### src/rtl/fifo_serializer_if.sv
// ============================================================================
//  Module   : fifo_serializer_if
//  Purpose  : Bundles the FIFO drain side and the serial valid/ready link of
//             the word serializer.
//  Ports    : fifo_empty / fifo_data / fifo_deq  - show-ahead FIFO head + pop
//             tx_valid / tx_bit / tx_last / tx_ready - serial output link
//  Modports : master - the serializer (pops the FIFO, drives the link)
//             slave  - the environment (FIFO + serial transmitter)
//  Revision : 1.0 - initial release
// ============================================================================
`default_nettype none

interface fifo_serializer_if #(
   parameter int DATA_WIDTH = 32
);
   logic                  fifo_empty;
   logic [DATA_WIDTH-1:0] fifo_data;
   logic                  fifo_deq;
   logic                  tx_valid;
   logic                  tx_bit;
   logic                  tx_last;
   logic                  tx_ready;

   modport master (
      input  fifo_empty, fifo_data, tx_ready,
      output fifo_deq, tx_valid, tx_bit, tx_last
   );

   modport slave (
      output fifo_empty, fifo_data, tx_ready,
      input  fifo_deq, tx_valid, tx_bit, tx_last
   );
endinterface

`default_nettype wire

### src/rtl/fifo_serializer.sv
// ============================================================================
//  Module   : fifo_serializer
//  Purpose  : Pops parallel words from a show-ahead FIFO and shifts them out
//             bit-serially over a valid/ready link, streaming consecutive
//             words with no idle cycle between frames.
//  Ports    : clk  - rising-edge clock
//             rst  - synchronous active-high reset
//             bus  - fifo_serializer_if.master (FIFO pop side + serial link)
//             busy - a word frame is in progress
//  Macro    : SERIALIZER_PARITY_EN - appends one even-parity bit per word,
//             which then carries tx_last instead of the final data bit.
//  Revision : 1.0 - initial release
// ============================================================================
`default_nettype none

module fifo_serializer #(
   parameter int DATA_WIDTH = 32,
   parameter bit MSB_FIRST  = 1'b0
) (
   input  logic               clk,
   input  logic               rst,
   fifo_serializer_if.master  bus,
   output logic               busy
);

   localparam int              CNT_W    = $clog2(DATA_WIDTH);
   localparam logic [CNT_W-1:0] LAST_CNT = CNT_W'(DATA_WIDTH - 1);

`ifdef SERIALIZER_PARITY_EN
   typedef enum logic [1:0] {
      IDLE   = 2'd0,
      SHIFT  = 2'd1,
      PARITY = 2'd2
   } state_t;
`else
   typedef enum logic [0:0] {
      IDLE  = 1'b0,
      SHIFT = 1'b1
   } state_t;
`endif

   state_t                state;
   state_t                state_nxt;
   logic [DATA_WIDTH-1:0] shreg;
   logic [DATA_WIDTH-1:0] shreg_shifted;
   logic [CNT_W-1:0]      cnt;
   logic                  out_bit;
   logic                  term;
   logic                  deq_raw;
   logic                  deq;
   logic                  advance;
`ifdef SERIALIZER_PARITY_EN
   logic                  parity;
`endif

   // Output end of the shift register and the matching shift direction.
   generate
      if (MSB_FIRST) begin : g_msb_first
         assign out_bit       = shreg[DATA_WIDTH-1];
         assign shreg_shifted = {shreg[DATA_WIDTH-2:0], 1'b0};
      end else begin : g_lsb_first
         assign out_bit       = shreg[0];
         assign shreg_shifted = {1'b0, shreg[DATA_WIDTH-1:1]};
      end
   endgenerate

   assign term = (cnt == LAST_CNT);

   // Next state and pop decision. A pop always coincides with a load of
   // the shift register, so one strobe serves both.
   always_comb begin
      state_nxt = state;
      deq_raw   = 1'b0;
      advance   = 1'b0;
      case (state)
         IDLE: begin
            if (!bus.fifo_empty) begin
               deq_raw   = 1'b1;
               state_nxt = SHIFT;
            end
         end
         SHIFT: begin
            if (bus.tx_ready) begin
               if (!term) begin
                  advance = 1'b1;
               end else begin
`ifdef SERIALIZER_PARITY_EN
                  state_nxt = PARITY;
`else
                  // Reload on the final handshake for gap-free streaming.
                  if (!bus.fifo_empty) begin
                     deq_raw = 1'b1;
                  end else begin
                     state_nxt = IDLE;
                  end
`endif
               end
            end
         end
`ifdef SERIALIZER_PARITY_EN
         PARITY: begin
            if (bus.tx_ready) begin
               if (!bus.fifo_empty) begin
                  deq_raw   = 1'b1;
                  state_nxt = SHIFT;
               end else begin
                  state_nxt = IDLE;
               end
            end
         end
`endif
         default: state_nxt = IDLE;
      endcase
   end

   // Reset wins over any pop in the same cycle, so no word is lost to a
   // pop whose load would be discarded.
   assign deq          = deq_raw & ~rst;
   assign bus.fifo_deq = deq;

   always_ff @(posedge clk) begin
      if (rst) begin
         state <= IDLE;
         shreg <= '0;
         cnt   <= '0;
`ifdef SERIALIZER_PARITY_EN
         parity <= 1'b0;
`endif
      end else begin
         state <= state_nxt;
         if (deq) begin
            shreg <= bus.fifo_data;
            cnt   <= '0;
`ifdef SERIALIZER_PARITY_EN
            parity <= ^bus.fifo_data;
`endif
         end else if (advance) begin
            shreg <= shreg_shifted;
            cnt   <= cnt + CNT_W'(1);
         end
      end
   end

   always_comb begin
      bus.tx_bit  = 1'b0;
      bus.tx_last = 1'b0;
      case (state)
         SHIFT: begin
            bus.tx_bit = out_bit;
`ifndef SERIALIZER_PARITY_EN
            bus.tx_last = term;
`endif
         end
`ifdef SERIALIZER_PARITY_EN
         PARITY: begin
            bus.tx_bit  = parity;
            bus.tx_last = 1'b1;
         end
`endif
         default: begin
            bus.tx_bit  = 1'b0;
            bus.tx_last = 1'b0;
         end
      endcase
   end

   assign bus.tx_valid = (state != IDLE);
   assign busy         = (state != IDLE);

endmodule

`default_nettype wire
### src/flat_wrapper.sv
// flat-port wrapper written by rule: the top's interface ports become plain ports
module fifo_serializer_flat 
#(
   parameter int DATA_WIDTH = 32,
   parameter bit MSB_FIRST  = 1'b0
)
  (clk, rst, busy, bus_fifo_empty, bus_fifo_data, bus_tx_ready, bus_fifo_deq, bus_tx_valid, bus_tx_bit, bus_tx_last);
  fifo_serializer_if #(.DATA_WIDTH(DATA_WIDTH)) bus_i ();
  input  logic clk;
  input  logic rst;
  output logic busy;
  input wire logic [$bits(bus_i.fifo_empty)-1:0] bus_fifo_empty;
  input wire logic [$bits(bus_i.fifo_data)-1:0] bus_fifo_data;
  input wire logic [$bits(bus_i.tx_ready)-1:0] bus_tx_ready;
  output wire logic [$bits(bus_i.fifo_deq)-1:0] bus_fifo_deq;
  output wire logic [$bits(bus_i.tx_valid)-1:0] bus_tx_valid;
  output wire logic [$bits(bus_i.tx_bit)-1:0] bus_tx_bit;
  output wire logic [$bits(bus_i.tx_last)-1:0] bus_tx_last;
  assign bus_i.fifo_empty = bus_fifo_empty;
  assign bus_i.fifo_data = bus_fifo_data;
  assign bus_i.tx_ready = bus_tx_ready;
  assign bus_fifo_deq = bus_i.fifo_deq;
  assign bus_tx_valid = bus_i.tx_valid;
  assign bus_tx_bit = bus_i.tx_bit;
  assign bus_tx_last = bus_i.tx_last;
  fifo_serializer #(.DATA_WIDTH(DATA_WIDTH), .MSB_FIRST(MSB_FIRST)) u_core (.clk(clk), .rst(rst), .bus(bus_i), .busy(busy));
endmodule
### config.mk
export PLATFORM = sky130hd
export DESIGN_NAME = fifo_serializer_flat
export DESIGN_NICKNAME = d
export VERILOG_FILES = /design/src/rtl/fifo_serializer_if.sv /design/src/rtl/fifo_serializer.sv /design/src/flat_wrapper.sv
export SDC_FILE = /design/constraint.sdc
export NUM_CORES = 1
export LEC_CHECK = 0
export ABC_AREA = 0
export CAP_MARGIN = 5
export CELL_PAD_IN_SITES_DETAIL_PLACEMENT = 1
export CELL_PAD_IN_SITES_GLOBAL_PLACEMENT = 1
export CORE_MARGIN = 1
export CORE_UTILIZATION = 38
export CTS_CLUSTER_SIZE = 8
export DETAILED_ROUTE_END_ITERATION = 16
export HOLD_SLACK_MARGIN = 0.05
export PLACE_DENSITY_LB_ADDON = 0.1
export SLEW_MARGIN = 0
export SYNTH_ARGS = -nofsm -noshare
export SYNTH_HDL_FRONTEND = slang
export SYNTH_SLANG_ARGS = --single-unit
### constraint.sdc
create_clock -name clk -period 2.75 [get_ports clk]
set_input_delay 0.6875 -clock clk [delete_from_list [all_inputs] [get_ports clk]]
set_output_delay 0.6875 -clock clk [all_outputs]
set_load 0.01 [all_outputs]
# ---- Word level (Yosys, flattened, before mapping)
# Index checks and enable logic that the tools add are counted.
# Widths: inputs -> output; s select.
dict set report totals {
  reg_bits 38
  in_bits 36
  out_inout_bits 5
  word_cells 24
}
dict set report classes {
  add_sub_neg 1
  n_eq_ne 1
  muxes 14
  bitwise 3
  reduce_logical 2
}
# cell n
set ops {}
lappend ops {{$mux 32} 2}
lappend ops {{$mux 1} 10}
lappend ops {{$add 5x1->5 const B} 1}
lappend ops {{$eq 5x5->1 const B} 1}
lappend ops {{$pmux 1 s2} 2}
lappend ops {{$not 1->1} 2}
lappend ops {{$reduce_bool 2->1} 1}
lappend ops {{$reduce_or 2->1} 1}
lappend ops {{$and 1x1->1} 1}

# ---- Logic depth before layout (Yosys ltp)
# Gate-level depths: netlist (run 1).
dict set report logic_depth {
  word_depth 6
  mapped_depth 8
  ltp_nobuf 7
}

# ---- Least setup slack after synthesis (run 1)
# No wires, ideal clock.
dict set report synth_path {
  kind {input -> output}
  from {input port rst}
  to {output port bus_fifo_deq}
  t_arrival_ns 1.515
  t_required_ns 2.062
  slack_ns 0.547
  cell_stages 6
  path_cell_list {buf_6 or2_1 clkbuf_1 or2_1 buf_6 inv_2}
}
dict set report synth_via {
  elab_chain_cells 2
}
# item line
set synth_rtl {}
lappend synth_rtl {{start: declaration} flat_wrapper.sv:10} ;# input logic rst;
lappend synth_rtl {{$not 1->1} fifo_serializer.sv:118} ;# assign deq = deq_raw & ~rst;
lappend synth_rtl {{$and 1x1->1} fifo_serializer.sv:118}
lappend synth_rtl {{end: declaration} flat_wrapper.sv:15} ;# output wire logic [$bits(bus_i.fifo_deq)-1:0] bus_fifo_deq;
# No other way between the ends.

# ---- Worst setup path in the final report (run 1)
dict set report layout_path {
  from {input port bus_fifo_empty}
  to {output port bus_fifo_deq}
}
dict set report layout_via {
  elab_chain_cells 5
}
# item line
set layout_rtl {}
lappend layout_rtl {{start: declaration} flat_wrapper.sv:12} ;# input wire logic [$bits(bus_i.fifo_empty)-1:0] bus_fifo_empty;
lappend layout_rtl {{$mux 1 (*)} {fifo_serializer.sv:77, fifo_serializer.sv:91}}
lappend layout_rtl {{$mux 1} fifo_serializer.sv:84} ;# if (!term) begin
lappend layout_rtl {{$mux 1} fifo_serializer.sv:83} ;# if (bus.tx_ready) begin
lappend layout_rtl {{$pmux 1 s2 (*)} fifo_serializer.sv:75} ;# case (state)
lappend layout_rtl {{$and 1x1->1 (*)} fifo_serializer.sv:118}
# Every way passes the cells marked *; elsewhere a longest branch is shown, timed or not.

==> flow_metrics.py, run 1 <==
metrics = {
    "logic_synthesis": {
        "syn-cell-area_um2": 1930,
        "ys_ff_latch": 38,
        "synth_fp_nets": 256,
        "synth.yosys.seq_area_share": 0.394,
        "syn_avg_cell_area_um2": 8.86,
        "synth-warning-count": 0,
        "synthDistinctLibCells": 26,
        "synthCells": 218,
    },
    "die": {
        "die_w_um": 73.3,
        "initial_utilization": 0.401,
        "ios": 41,
        "dieArea_um2": 5370,
        "coreArea_um2": 4820,
        "die_y_um": 73.3,
        "num_rows": 25,
    },
    "pwr": {
        "p_switching_mw": 0.318,
        "peakVddDrop_v": 0.000230,
        "internal_power_mw": 0.891,
        "pwr-share-clk": 0.325,
        "p_per_area_nw_per_um2": 496,
        "finalPower_mw": 1.21,
        "cellLeakagePower_nw": 0.781,
        "pwr-share-comb": 0.174,
        "seq_power_share": 0.501,
        "swShare": 0.263,
    },
    "placement": {
        "place_congestion": 0.745,
        "dp.cells": 308,
        "numPortBuffers": 40,
        "dp_hpwl_um": 3350,
        "pre_cts_ws_ps": -189,
        "placed_area_um2": 2350,
    },
    "global_routing": {
        "grt_usage": 0.206,
        "grt_max_degree": 35,
        "grt_first_pass_wirelength_um": 8510,
        "grt_overflow": 0,
        "grt_antenna_before_repair": 0,
        "first_global_vias": 1871,
    },
    "cts": {
        "cts_tree": "done",
        "root_buffer": "clkbuf_8",
        "worst_skew_pair.late_latency_ps": 280,
        "clk_pin_slew_worst_paths_ps": 70,
        "cts.sink_count": 38,
        "cts_buffer_depth": 2,
        "postCtsSetupBuffers": 0,
        "postCtsHoldBufs": 0,
        "h-tree-depth": 2,
        "post_cts_resize_count": 1,
        "numCtsBuffers": 5,
    },
    "sta": {
        "hold_viol": 0,
        "clock.fmax_ghz": 0.375,
        "skew_ps": 1.22,
        "period_share": 0.970,
        "min_period_ps": 2670,
        "whs_ps": 480,
        "setup_slack_ps": 81.4,
        "rsz0062_at_grt": "no",
        "drv_slew": 0,
        "fin_tns_setup_ps": 0,
        "worst_pin_slew_ps": 528,
        "setup_viol_count_final": 0,
        "slew_headroom": 0.648,
    },
    "worst_setup_path": {
        "crit_type": "in2out",
        "endpoint_kind": "primary output",
        "arrival_ps": 1980,
        "reg2reg_depth": 7,
        "crit_fanout": 3,
        "critical_path_required_ps": 2060,
        "max_stage_delay_ps": 430,
        "cp-start-kind": "input pin",
        "cp_slowest_cell": "clkdlybuf4s50_1",
        "crit_chain": "clkdlybuf4s50_1 > or2_1 > or2_2 > inv_2 > dlygate4sd2_1",
    },
    "drt": {
        "drt_pre_antenna_iters": 4,
        "drcViolationCount": 0,
        "via_per_inst": 5.39,
        "vias": 1704,
        "ant_nets": 0,
        "drt-total-wl_um": 5130,
        "routedWlPerCell_um": 16.2,
        "drt_iter0_markers": 51,
    },
    "hold_path": {
        "hp-class": "reg2reg",
        "holdPathStages": 2,
    },
    "finish": {
        "num_antenna_cells": 0,
        "fin_nets": 286,
        "final_core_util": 0.506,
        "area_growth_pct": 26.2,
        "fin_cells": 316,
        "postLayoutCellArea_um2": 2440,
        "drive_gt1_frac": 0.197,
    },
    "job": {
        "cap_violations": 0,
    },
    "run_status": {
        "status": "finished, final reports clean",
    },
}
==> final timing paths <==
| path | from | end | slack (ps) |
|---|---|---|---|
| setup / recovery | bus_fifo_empty | bus_fifo_deq | 80 |
| setup reg to reg | u_core.cnt[0] | u_core.shreg[16] | 670 |
| hold reg to reg | u_core.cnt[4] | u_core.cnt[4] | 480 |
| hold / removal | u_core.cnt[4] | u_core.cnt[4] | 480 |
==> per-layer routing <==
metal	up-vias	track usage	wire length, µm	share of wire
met2	31	0.378	2590	0.50
met3	7	0.0302	149	0.029
li1	831	-	-	-
met5	-	0	0	0
met1	835	0.243	2330	0.45
met4	0	0.0748	63	0.012
==> kinds of logic (layout without fill, tap and decap cells) <==
group | Yosys count | count (layout) | share of synthesized area
buf+inv | 27 | 58 | 0.0745
xor+xnor | 1 | 1 | 0.00453
simple gates | 109 | 109 | 0.246
compound gates | 41 | 41 | 0.268
flops | 38 | 38 | 0.394
fa+ha+maj | 2 | 2 | 0.0130
==> Yosys cell counts (all sizes together) <==
library cell	instances	area, µm²
o21ai	2	10.0
a21boi	1	7.51
o21bai	1	7.51
or3	2	12.5
nand2	67	251
nor2	1	3.75
a311oi	31	459
and2	2	12.5
ha	2	25.0
nand3	1	5.00
clkbuf	17	63.8
dfxtp	38	761
and3b	1	8.76
and3	1	6.26
o2bb2ai	1	8.76
a21oi	5	25.0
nor3	31	155
or2	2	12.5
nand3b	1	7.51
xnor2	1	8.76
buf	7	68.8
inv	3	11.3
==> power by group through the flow <==
stage	clock network, mW	registers [mW]	logic, mW
after global routing	0.421	0.609	0.228
after CTS	0.406	0.605	0.213
after detailed placement	0	0.617	0.212
final	0.392	0.606	0.210
after global placement	0	0.615	0.204
after floorplan	0	0.611	0.130
==> layout make-up <==
type                    count  area, µm²
clock inverters             1       5.00
multi-input cells         153       1030
clock buffers               7       86.3
inverters                   3       11.3
repair buffers             47        459
well taps                  67       83.8
flip-flops and latches     38        761
fillers                   590       2380
==> flip-flops by register name, summed over array words and instances (netlist names) <==
register and cells:
u_core.bus.tx_valid 1, u_core.cnt 5, u_core.shreg 32
==> worst max-delay path, delay by kind of cell <==
| family | cells | cell delay [ps] |
|---|---|---|
| AND/OR/NAND/NOR | 2 | 540 |
| buffers and inverters | 3 | 750 |
==> cell usage in the layout (no fill, tap or decap), drive strengths merged <==
cell / Yosys / final
and2: 2 / 2
clkbuf: 17 / 7
ha: 2 / 2
nand3b: 1 / 1
or2: 2 / 2
or3: 2 / 2
a21oi: 5 / 5
buf: 7 / 8
nor2: 1 / 1
nor3: 31 / 31
clkinv: 0 / 1
nand3: 1 / 1
inv: 3 / 3
o2bb2ai: 1 / 1
and3: 1 / 1
and3b: 1 / 1
o21bai: 1 / 1
dfxtp: 38 / 38
xnor2: 1 / 1
dlygate4sd2: 0 / 1
o21ai: 2 / 2
a311oi: 31 / 31
nand2: 67 / 67
a21boi: 1 / 1
clkdlybuf4s50: 0 / 38
(Power assumes the default switching activity.)
==> inputs of run 2 (changes only) <==
--- a/config.mk
+++ b/config.mk
@@ -9,7 +9,6 @@
 export CAP_MARGIN = 5
 export CELL_PAD_IN_SITES_DETAIL_PLACEMENT = 1
 export CELL_PAD_IN_SITES_GLOBAL_PLACEMENT = 1
-export CORE_MARGIN = 1
 export CORE_UTILIZATION = 38
 export CTS_CLUSTER_SIZE = 8
 export DETAILED_ROUTE_END_ITERATION = 16
==> results of run 2 <==
The final DEF is identical to that of run 1; final timing and power are the same.
